===== src/rtl/cpu_pkg.sv =====
// Shared CPU definitions: fetch FSM states, the canonical nop encoding and the boot PC.
package cpu_pkg;

    typedef enum logic [1:0] {
        FETCH_ISSUE,
        HOLD,
        DISCARD
    } fetch_state_t;

    // addi x0, x0, 0
    localparam logic [31:0] NOP_INSTR = 32'h0000_0013;

    localparam logic [31:0] RESET_PC_DEFAULT = 32'h0000_0000;

endpackage


===== src/rtl/fetch_stage_if.sv =====
// Instruction-memory request/response and decode handshake bundle for the fetch stage.
interface fetch_stage_if #(
    parameter int ADDRESS_WIDTH = 32,
    parameter int DATA_WIDTH    = 32
);

    logic                     imem_req;
    logic [ADDRESS_WIDTH-1:0] imem_addr;
    logic                     imem_rvalid;
    logic [DATA_WIDTH-1:0]    imem_rdata;

    logic                     id_valid;
    logic                     id_ready;
    logic [DATA_WIDTH-1:0]    id_instr;
    logic [ADDRESS_WIDTH-1:0] id_pc;
    logic [ADDRESS_WIDTH-1:0] id_pc_plus4;

    modport master (
        output imem_req, imem_addr,
        input  imem_rvalid, imem_rdata,
        output id_valid, id_instr, id_pc, id_pc_plus4,
        input  id_ready
    );

    modport slave (
        input  imem_req, imem_addr,
        output imem_rvalid, imem_rdata,
        input  id_valid, id_instr, id_pc, id_pc_plus4,
        output id_ready
    );

endinterface


===== src/rtl/pc_next.sv =====
// Next-PC selection: sequential pc+4 or a redirect target forced to word alignment.
module pc_next #(
    parameter int ADDRESS_WIDTH = 32
) (
    input  logic [ADDRESS_WIDTH-1:0] pc,
    input  logic                     redirect_valid,
    input  logic [ADDRESS_WIDTH-1:0] redirect_target,
    output logic [ADDRESS_WIDTH-1:0] next_pc,
    output logic                     misalign
);

    always_comb begin
        next_pc  = pc + ADDRESS_WIDTH'(4);
        misalign = 1'b0;
        if (redirect_valid) begin
            next_pc  = {redirect_target[ADDRESS_WIDTH-1:2], 2'b00};
            misalign = |redirect_target[1:0];
        end
    end

endmodule


===== src/rtl/fetch_stage.sv =====
// Instruction fetch front end: owns the PC, issues one outstanding imem read at a time
// and buffers the returned word for decode, squashing wrong-path responses on redirect.
module fetch_stage
    import cpu_pkg::*;
#(
    parameter int                     ADDRESS_WIDTH = 32,
    parameter int                     DATA_WIDTH    = 32,
    parameter logic [ADDRESS_WIDTH-1:0] RESET_PC    = RESET_PC_DEFAULT
) (
    input  logic                     clk,
    input  logic                     rst_n,
    fetch_stage_if.master            bus,
    input  logic                     redirect_valid,
    input  logic [ADDRESS_WIDTH-1:0] redirect_target,
    output logic                     misalign_err
);

    fetch_state_t             state;
    logic [ADDRESS_WIDTH-1:0] pc;
    logic [ADDRESS_WIDTH-1:0] addr_q;
    logic [ADDRESS_WIDTH-1:0] next_pc;
    logic                     misalign;
    logic [DATA_WIDTH-1:0]    instr_q;
    logic [ADDRESS_WIDTH-1:0] instr_pc_q;
    logic                     req_q;
    logic                     valid_q;

    pc_next #(
        .ADDRESS_WIDTH(ADDRESS_WIDTH)
    ) u_pc_next (
        .pc             (pc),
        .redirect_valid (redirect_valid),
        .redirect_target(redirect_target),
        .next_pc        (next_pc),
        .misalign       (misalign)
    );

    // A redirect always wins; in DISCARD the stale response is only used as the
    // signal that the memory is free again, never as data.
    always_ff @(posedge clk) begin
        if (!rst_n) begin
            state        <= FETCH_ISSUE;
            pc           <= RESET_PC;
            addr_q       <= RESET_PC;
            instr_q      <= DATA_WIDTH'(NOP_INSTR);
            instr_pc_q   <= RESET_PC;
            misalign_err <= 1'b0;
            req_q        <= 1'b1;
            valid_q      <= 1'b0;
        end else begin
            if (misalign) begin
                misalign_err <= 1'b1;
            end
            case (state)
                FETCH_ISSUE: begin
                    if (redirect_valid) begin
                        pc <= next_pc;
                        if (bus.imem_rvalid) begin
                            addr_q <= next_pc;
                        end else begin
                            state <= DISCARD;
                        end
                    end else if (bus.imem_rvalid) begin
                        instr_q    <= bus.imem_rdata;
                        instr_pc_q <= addr_q;
                        state      <= HOLD;
                        req_q      <= 1'b0;
                        valid_q    <= 1'b1;
                    end
                end
                HOLD: begin
                    if (redirect_valid || bus.id_ready) begin
                        pc      <= next_pc;
                        addr_q  <= next_pc;
                        state   <= FETCH_ISSUE;
                        req_q   <= 1'b1;
                        valid_q <= 1'b0;
                    end
                end
                DISCARD: begin
                    if (redirect_valid) begin
                        pc <= next_pc;
                    end
                    if (bus.imem_rvalid) begin
                        addr_q <= redirect_valid ? next_pc : pc;
                        state  <= FETCH_ISSUE;
                    end
                end
                default: begin
                    state   <= FETCH_ISSUE;
                    req_q   <= 1'b1;
                    valid_q <= 1'b0;
                end
            endcase
        end
    end

    // Gating with rst_n keeps both handshakes quiet for the whole reset cycle.
    assign bus.imem_req    = req_q && rst_n;
    assign bus.imem_addr   = addr_q;
    assign bus.id_valid    = valid_q && rst_n;
    assign bus.id_instr    = instr_q;
    assign bus.id_pc       = instr_pc_q;
    assign bus.id_pc_plus4 = instr_pc_q + ADDRESS_WIDTH'(4);

endmodule


===== src/flat_wrapper.sv =====
// flat-port wrapper written by rule: the top's interface ports become plain ports
module fetch_stage_flat import cpu_pkg::*;
#(
    parameter int                     ADDRESS_WIDTH = 32,
    parameter int                     DATA_WIDTH    = 32,
    parameter logic [ADDRESS_WIDTH-1:0] RESET_PC    = RESET_PC_DEFAULT
)
  (clk, rst_n, redirect_valid, redirect_target, misalign_err, bus_imem_req, bus_imem_addr, bus_imem_rvalid, bus_imem_rdata, bus_id_valid, bus_id_instr, bus_id_pc, bus_id_pc_plus4, bus_id_ready);
  fetch_stage_if #(.ADDRESS_WIDTH(ADDRESS_WIDTH), .DATA_WIDTH(DATA_WIDTH)) bus_i ();
  input  logic clk;
  input  logic rst_n;
  input  logic redirect_valid;
  input  logic [ADDRESS_WIDTH-1:0] redirect_target;
  output logic misalign_err;
  output wire logic [$bits(bus_i.imem_req)-1:0] bus_imem_req;
  output wire logic [$bits(bus_i.imem_addr)-1:0] bus_imem_addr;
  input wire logic [$bits(bus_i.imem_rvalid)-1:0] bus_imem_rvalid;
  input wire logic [$bits(bus_i.imem_rdata)-1:0] bus_imem_rdata;
  output wire logic [$bits(bus_i.id_valid)-1:0] bus_id_valid;
  output wire logic [$bits(bus_i.id_instr)-1:0] bus_id_instr;
  output wire logic [$bits(bus_i.id_pc)-1:0] bus_id_pc;
  output wire logic [$bits(bus_i.id_pc_plus4)-1:0] bus_id_pc_plus4;
  input wire logic [$bits(bus_i.id_ready)-1:0] bus_id_ready;
  assign bus_imem_req = bus_i.imem_req;
  assign bus_imem_addr = bus_i.imem_addr;
  assign bus_i.imem_rvalid = bus_imem_rvalid;
  assign bus_i.imem_rdata = bus_imem_rdata;
  assign bus_id_valid = bus_i.id_valid;
  assign bus_id_instr = bus_i.id_instr;
  assign bus_id_pc = bus_i.id_pc;
  assign bus_id_pc_plus4 = bus_i.id_pc_plus4;
  assign bus_i.id_ready = bus_id_ready;
  fetch_stage #(.ADDRESS_WIDTH(ADDRESS_WIDTH), .DATA_WIDTH(DATA_WIDTH), .RESET_PC(RESET_PC)) u_core (.clk(clk), .rst_n(rst_n), .bus(bus_i), .redirect_valid(redirect_valid), .redirect_target(redirect_target), .misalign_err(misalign_err));
endmodule

===== config.mk =====
export PLATFORM = sky130hd
export DESIGN_NAME = fetch_stage_flat
export DESIGN_NICKNAME = d
export VERILOG_FILES = /design/src/rtl/cpu_pkg.sv /design/src/rtl/fetch_stage_if.sv /design/src/rtl/pc_next.sv /design/src/rtl/fetch_stage.sv /design/src/flat_wrapper.sv
export SDC_FILE = /design/constraint.sdc
export NUM_CORES = 1
export LEC_CHECK = 0
export CAP_MARGIN = 20
export CORE_AREA = 2 2 114 116
export CTS_CLUSTER_SIZE = 30
export DETAILED_ROUTE_END_ITERATION = 7
export DIE_AREA = 0 0 116 118
export DONT_BUFFER_PORTS = 1
export GPL_ROUTABILITY_DRIVEN = 0
export PLACE_DENSITY = 0.73
export SETUP_SLACK_MARGIN = 0.15
export SLEW_MARGIN = 20
export SYNTH_ARGS = -nofsm -noshare
export SYNTH_HDL_FRONTEND = slang
export SYNTH_SLANG_ARGS = --single-unit

===== constraint.sdc =====
create_clock -name clk -period 1.9 [get_ports clk]
set_input_delay 0.19 -clock clk [delete_from_list [all_inputs] [get_ports clk]]
set_output_delay 0.19 -clock clk [all_outputs]
set_load 0.02 [all_outputs]

# == Word-level counts from Yosys, hierarchy flattened ==
# Cells that the tools add are included.
# classes
add_sub_neg,2
eq_ne,9
muxes,23
n_bitwise,2
n_reduce_logical,13
# ops
op,count
32-bit two-way mux,6
32-bit one-hot mux with 3 select lines,1
"32-bit by 3-bit adder with 32-bit output, second input constant",2
32-bit one-hot mux with 2 select lines,1
2-bit two-way mux,5
"2-bit != test, second input constant",4
4-bit AND reduction,2
1-bit two-way mux,7
"3-bit != test, second input constant",2
1-bit one-hot mux with 3 select lines,2
2-bit one-hot mux with 3 select lines,1
5-bit AND reduction,1
2-bit OR reduction,2
3-bit AND reduction,1
3-bit nonzero test,1
"2-bit by 1-bit == test with 1-bit output, second input constant",1
"2-bit == test, second input constant",1
1-bit logical AND,2
2-bit logical NOT,1
"2-bit by 1-bit != test with 1-bit output, second input constant",1
1-bit NOT,2
2-bit AND reduction,1
2-bit nonzero test,1
1-bit logical OR,1
# totals
ff_bits,133
input_bits,69
output_inout_bits,131
word_cells,57

# == Longest topological paths before layout ==
# depth
depth_word,5
mapped_depth,9
mapped_depth_nobuf,6

# == Cells and area by module ==
# A second synthesis with hierarchy kept.
# unflattened
hier_cells,834
hier_area_um2,6685.2
# by_module_without_submodules
mod,n_inst,cells_each,area_per_inst_um2
fetch_stage,1,670,5677.9
pc_next,1,164,1007.2

# == Least setup slack after synthesis ==
# OpenSTA, ideal clock, no wires.
# synth_path
path_type,flip-flop to output port
start,"register u_core.instr_pc_q[4], in the netlist u_core.bus.id_pc[4]"
end,output bus_id_pc_plus4[31]
t_arrival_ns,2.053
slack_ns,-0.343
path_stages_with_launch,6
path_buffers,0
cell_sequence,dfxtp_1 -> and4_4 -> nand3_1 -> or4_4 -> nor3_1 -> xor2_1
# synth_via
elab_chain_cells,1
# synth_rtl
element,line,rtl
"start, declared",fetch_stage.sv:24,logic [ADDRESS_WIDTH-1:0] instr_pc_q;
"start signal, assigned",fetch_stage.sv:65,instr_pc_q <= addr_q;
32-bit by 3-bit adder with 32-bit output,fetch_stage.sv:104,assign bus.id_pc_plus4 = instr_pc_q + ADDRESS_WIDTH'(4);
"end, declared",flat_wrapper.sv:22,output wire logic [$bits(bus_i.id_pc_plus4)-1:0] bus_id_pc_plus4;
# No other way between the ends.

# == Worst setup path after layout ==
# layout_path
start,"register u_core.instr_pc_q[5], in the netlist u_core.bus.id_pc[5]"
end,output bus_id_pc_plus4[31]
# Same word-level chain as after synthesis.

==> results.yml <==
run_status:
  outcome: "complete, but fails checks"
  failed_checks: "negative setup slack"
synthesis:
  yosysTopAreaCellShare: 0.3780
  ys_async_sr_fraction: 0
  synth_edf_count: 0
  synth_area_um2: 7043
  synth_top_area_cell: "dfxtp_1"
  syn_area_per_cell_um2: 7.565
  yosysWarnings: 0
  netlist_instances: 931
  yosysSeqAreaShare: 0.3780
  synth-seq-cells: 133
  synth_cell_types: 65
  synth_flop_cell: "dfxtp_1"
  synthTopCellsByArea: "dfxtp_1, nand2_1, a21oi_1, xnor2_1, xor2_1"
  synth_nets: 1002
global_route:
  first_global_vias: 7208
  grt_max_degree: 49
  grt_pass1_wl_um: 37830
  gr-total-overflow: 0
  antenna_found_initial: 0
  track_usage: 0.3502
cts:
  insertion_delay_ps: 430
  path_clk_slew_ps: 60
  cts_tree: "done"
  htreeDepth: 4
  clockRootBuffer: "clkbuf_16"
  clock-sinks: 133
  cts_made_buffers: 17
  cts_max_path_buffers: 2
power:
  p_seq_frac: 0.419
  clockPowerShare: 0.445
  internal-power_mw: 5.366
  peakVddDrop_mv: 0.5511
  pwr_density_cell_nw_per_um2: 771.8
  leakage_nw: 3.701
  switchingPower_mw: 2.275
  pwr-share-comb: 0.136
  switching_share: 0.2977
job:
  maxCapViolCount: 0
floorplan:
  core_um2: 12410
  ios: 200
  start_util: 0.5673
  die-area_um2: 13690
  num_rows: 41
  die_h_um: 118
  fp.dieW_um: 116
critical_path:
  path_max_fanout: 4
  path_cells: "and4_4 > nand3_4 > or4_4 > nor3_4 > xor2_2"
  reg2reg_depth: 7
  timing.rr.start: "u_core.pc[8]$_SDFFE_PN0P_"
  cp.arrival_ps: 2130
  critPathBufInv: 0
  reg2reg_setup_slack_ps: 90
  critical_path_class: "flip-flop to output pin"
  cp-start-kind: "flip-flop"
  cp_top_family: "simple AND/OR/NAND/NOR gates"
  r2r-end: "u_core.pc[20]$_SDFFE_PN0P_"
  required_ps: 1710
  critPathSlowestCell: "or4_4"
  endpoint_kind: "output pin"
  worst_path_largest_cell_delay_ps: 560
  cp.depth: 5
timing:
  setup_viol: 21
  relSlewSlack: 0.3406
  fin_crit_sh: 1.221
  final_hold_viol_count: 0
  finClkSkew_ps: 7.251
  period_minus_slack_ps: 2320
  max_freq_mhz: 431.1
  grt_setup_unrepaired: "yes"
  finalWorstSetupSlack_ps: -419.6
  tightestPinTransition_ps: 985.8
  maxSlewViolCount: 0
min_path:
  min_to: "u_core.pc[17]$_SDFFE_PN0P_"
  hold_depth: 2
  hold_class: "input pin to flip-flop"
  min_from: "redirect_target[17]"
cells_and_area:
  drive_gt1_frac: 0.2781
  syn_to_final_growth_pct: 40.56
  diodes: 0
  post-route-util: 0.7974
  final_cell_area_um2: 9899
  final_common_cell: "nand2_1"
  finalNonFillerCells: 1240
  final_cell_mix: "nand2_1, buf_4, dfxtp_1"
  nets: 1126
detailed_routing:
  postRouteWirelength_um: 26470
  ant_nets: 0
  wl_met2_um: 12480
  wl_met1_um: 9628
  viasPerCell: 6.480
  firstDrtPassIters: 8
  vias: 8035
  remaining_drc_errors: 0
  wl_met3_um: 3215
  drtIter0Drc: 1027
  highest_layer: "met4"
  routedWlPerCell_um: 21.35
placed_design:
  place_inst: 1146
  postPlaceCellArea_um2: 8069
  portBuffers: 0
  dp_hpwl_um: 16250
worst reg2reg max path, stage by stage, from the launching register on:
cell	delay (ps)
dfxtp_2	360
buf_4	160
nand2_1	130
nor2_1	350
buf_4	220
nand4_1	120
xor2_1	180
o22ai_1	200
area by class of cell:
cell class,count,area (um2)
tap,172,215.2
sequential,133,2778
inverter,14,53.80
clock inverter,15,188.9
clock buffer,17,425.4
fill,750,2515
timing repair buffer,177,1609
multi-input combinational,712,4629
cell usage after synthesis, drive strengths merged, types with 8 or more instances:
| library cell | number |
|---|---|
| a21oi | 88 |
| nor3 | 18 |
| buf | 27 |
| inv | 11 |
| and3 | 12 |
| clkbuf | 45 |
| and2 | 8 |
| o22ai | 15 |
| nand3 | 41 |
| xnor2 | 36 |
| nand2b | 18 |
| nor4 | 17 |
| or3 | 9 |
| nand2 | 221 |
| a221oi | 10 |
| xor2 | 28 |
| a22oi | 15 |
| o21ai | 39 |
| dfxtp | 133 |
| nand4 | 27 |
| nor2 | 38 |
| o211ai | 8 |
| and4 | 8 |
power groups by stage:
stage	clock, mW	sequential (mW)	combinational (mW)
after floorplan	0	3.20	0.576
after global placement	0	3.23	0.797
after detailed placement	0	3.24	0.821
after CTS	3.41	3.19	0.958
after global routing	3.55	3.21	1.11
final	3.40	3.20	1.04
metal layers:
layer / vias to the layer above / track usage
met5: - / 0
met4: 0 / 0.1421
met3: 136 / 0.08908
met2: 619 / 0.5486
met1: 3741 / 0.4582
li1: 3539 / -
metrics by stage:
step	hold slack, ps	total power [mW]	TNS [ps]	setup slack (ps)
floorplan	314.3	3.776	0	8.550
global placement	272.6	4.032	0	39.19
detailed placement	275.6	4.064	0	27.89
CTS	1.542	7.559	-4715	-422.5
global route	7.976	7.867	-6674	-472.2
finish	6.981	7.641	-5538	-419.6
what timing repair did:
item	in CTS	in global routing
pin swaps	13	51
hold endpoints to repair	80	0
setup endpoints to repair	55	62
resized for setup	56	87
setup buffers	5	4
gates cloned	0	1
hold buffers	52	0
flip-flops by register name, summed over array words and instances, names as in the netlist:
signal,cells
u_core.bus.id_instr,32
u_core.bus.id_pc,32
u_core.bus.imem_addr,32
u_core.misalign_err,1
u_core.pc,32
u_core.req_q,1
u_core.state,2
u_core.valid_q,1
kinds of logic after synthesis:
| logic type | Yosys count | share of synthesized area |
|---|---|---|
| and+or+nand+nor | 425 | 0.2889 |
| AOI/OAI and AO/OA | 216 | 0.1908 |
| DFF | 133 | 0.3780 |
| buffers and inverters | 86 | 0.05205 |
| xor gates and xnor gates | 64 | 0.07959 |
| muxes | 5 | 0.007106 |
| adders and majority gates | 2 | 0.003552 |
how the worst max path moves through the flow:
stage / from / slack [ps] / endpoint
2_1_floorplan: u_core.bus.id_pc[5]$_SDFFE_PN0P_ / 9 / bus_id_pc_plus4[31]
3_3_place_gp: u_core.bus.id_pc[7]$_SDFFE_PN0P_ / 40 / bus_id_pc_plus4[31]
3_5_place_dp: u_core.bus.id_pc[14]$_SDFFE_PN0P_ / 30 / bus_id_pc_plus4[31]
4_1_cts: u_core.bus.id_pc[6]$_SDFFE_PN0P_ / -420 / bus_id_pc_plus4[31]
5_1_grt: u_core.bus.id_pc[6]$_SDFFE_PN0P_ / -470 / bus_id_pc_plus4[31]
6_report: u_core.bus.id_pc[5]$_SDFFE_PN0P_ / -420 / bus_id_pc_plus4[31]
(Power assumes the default switching activity.)
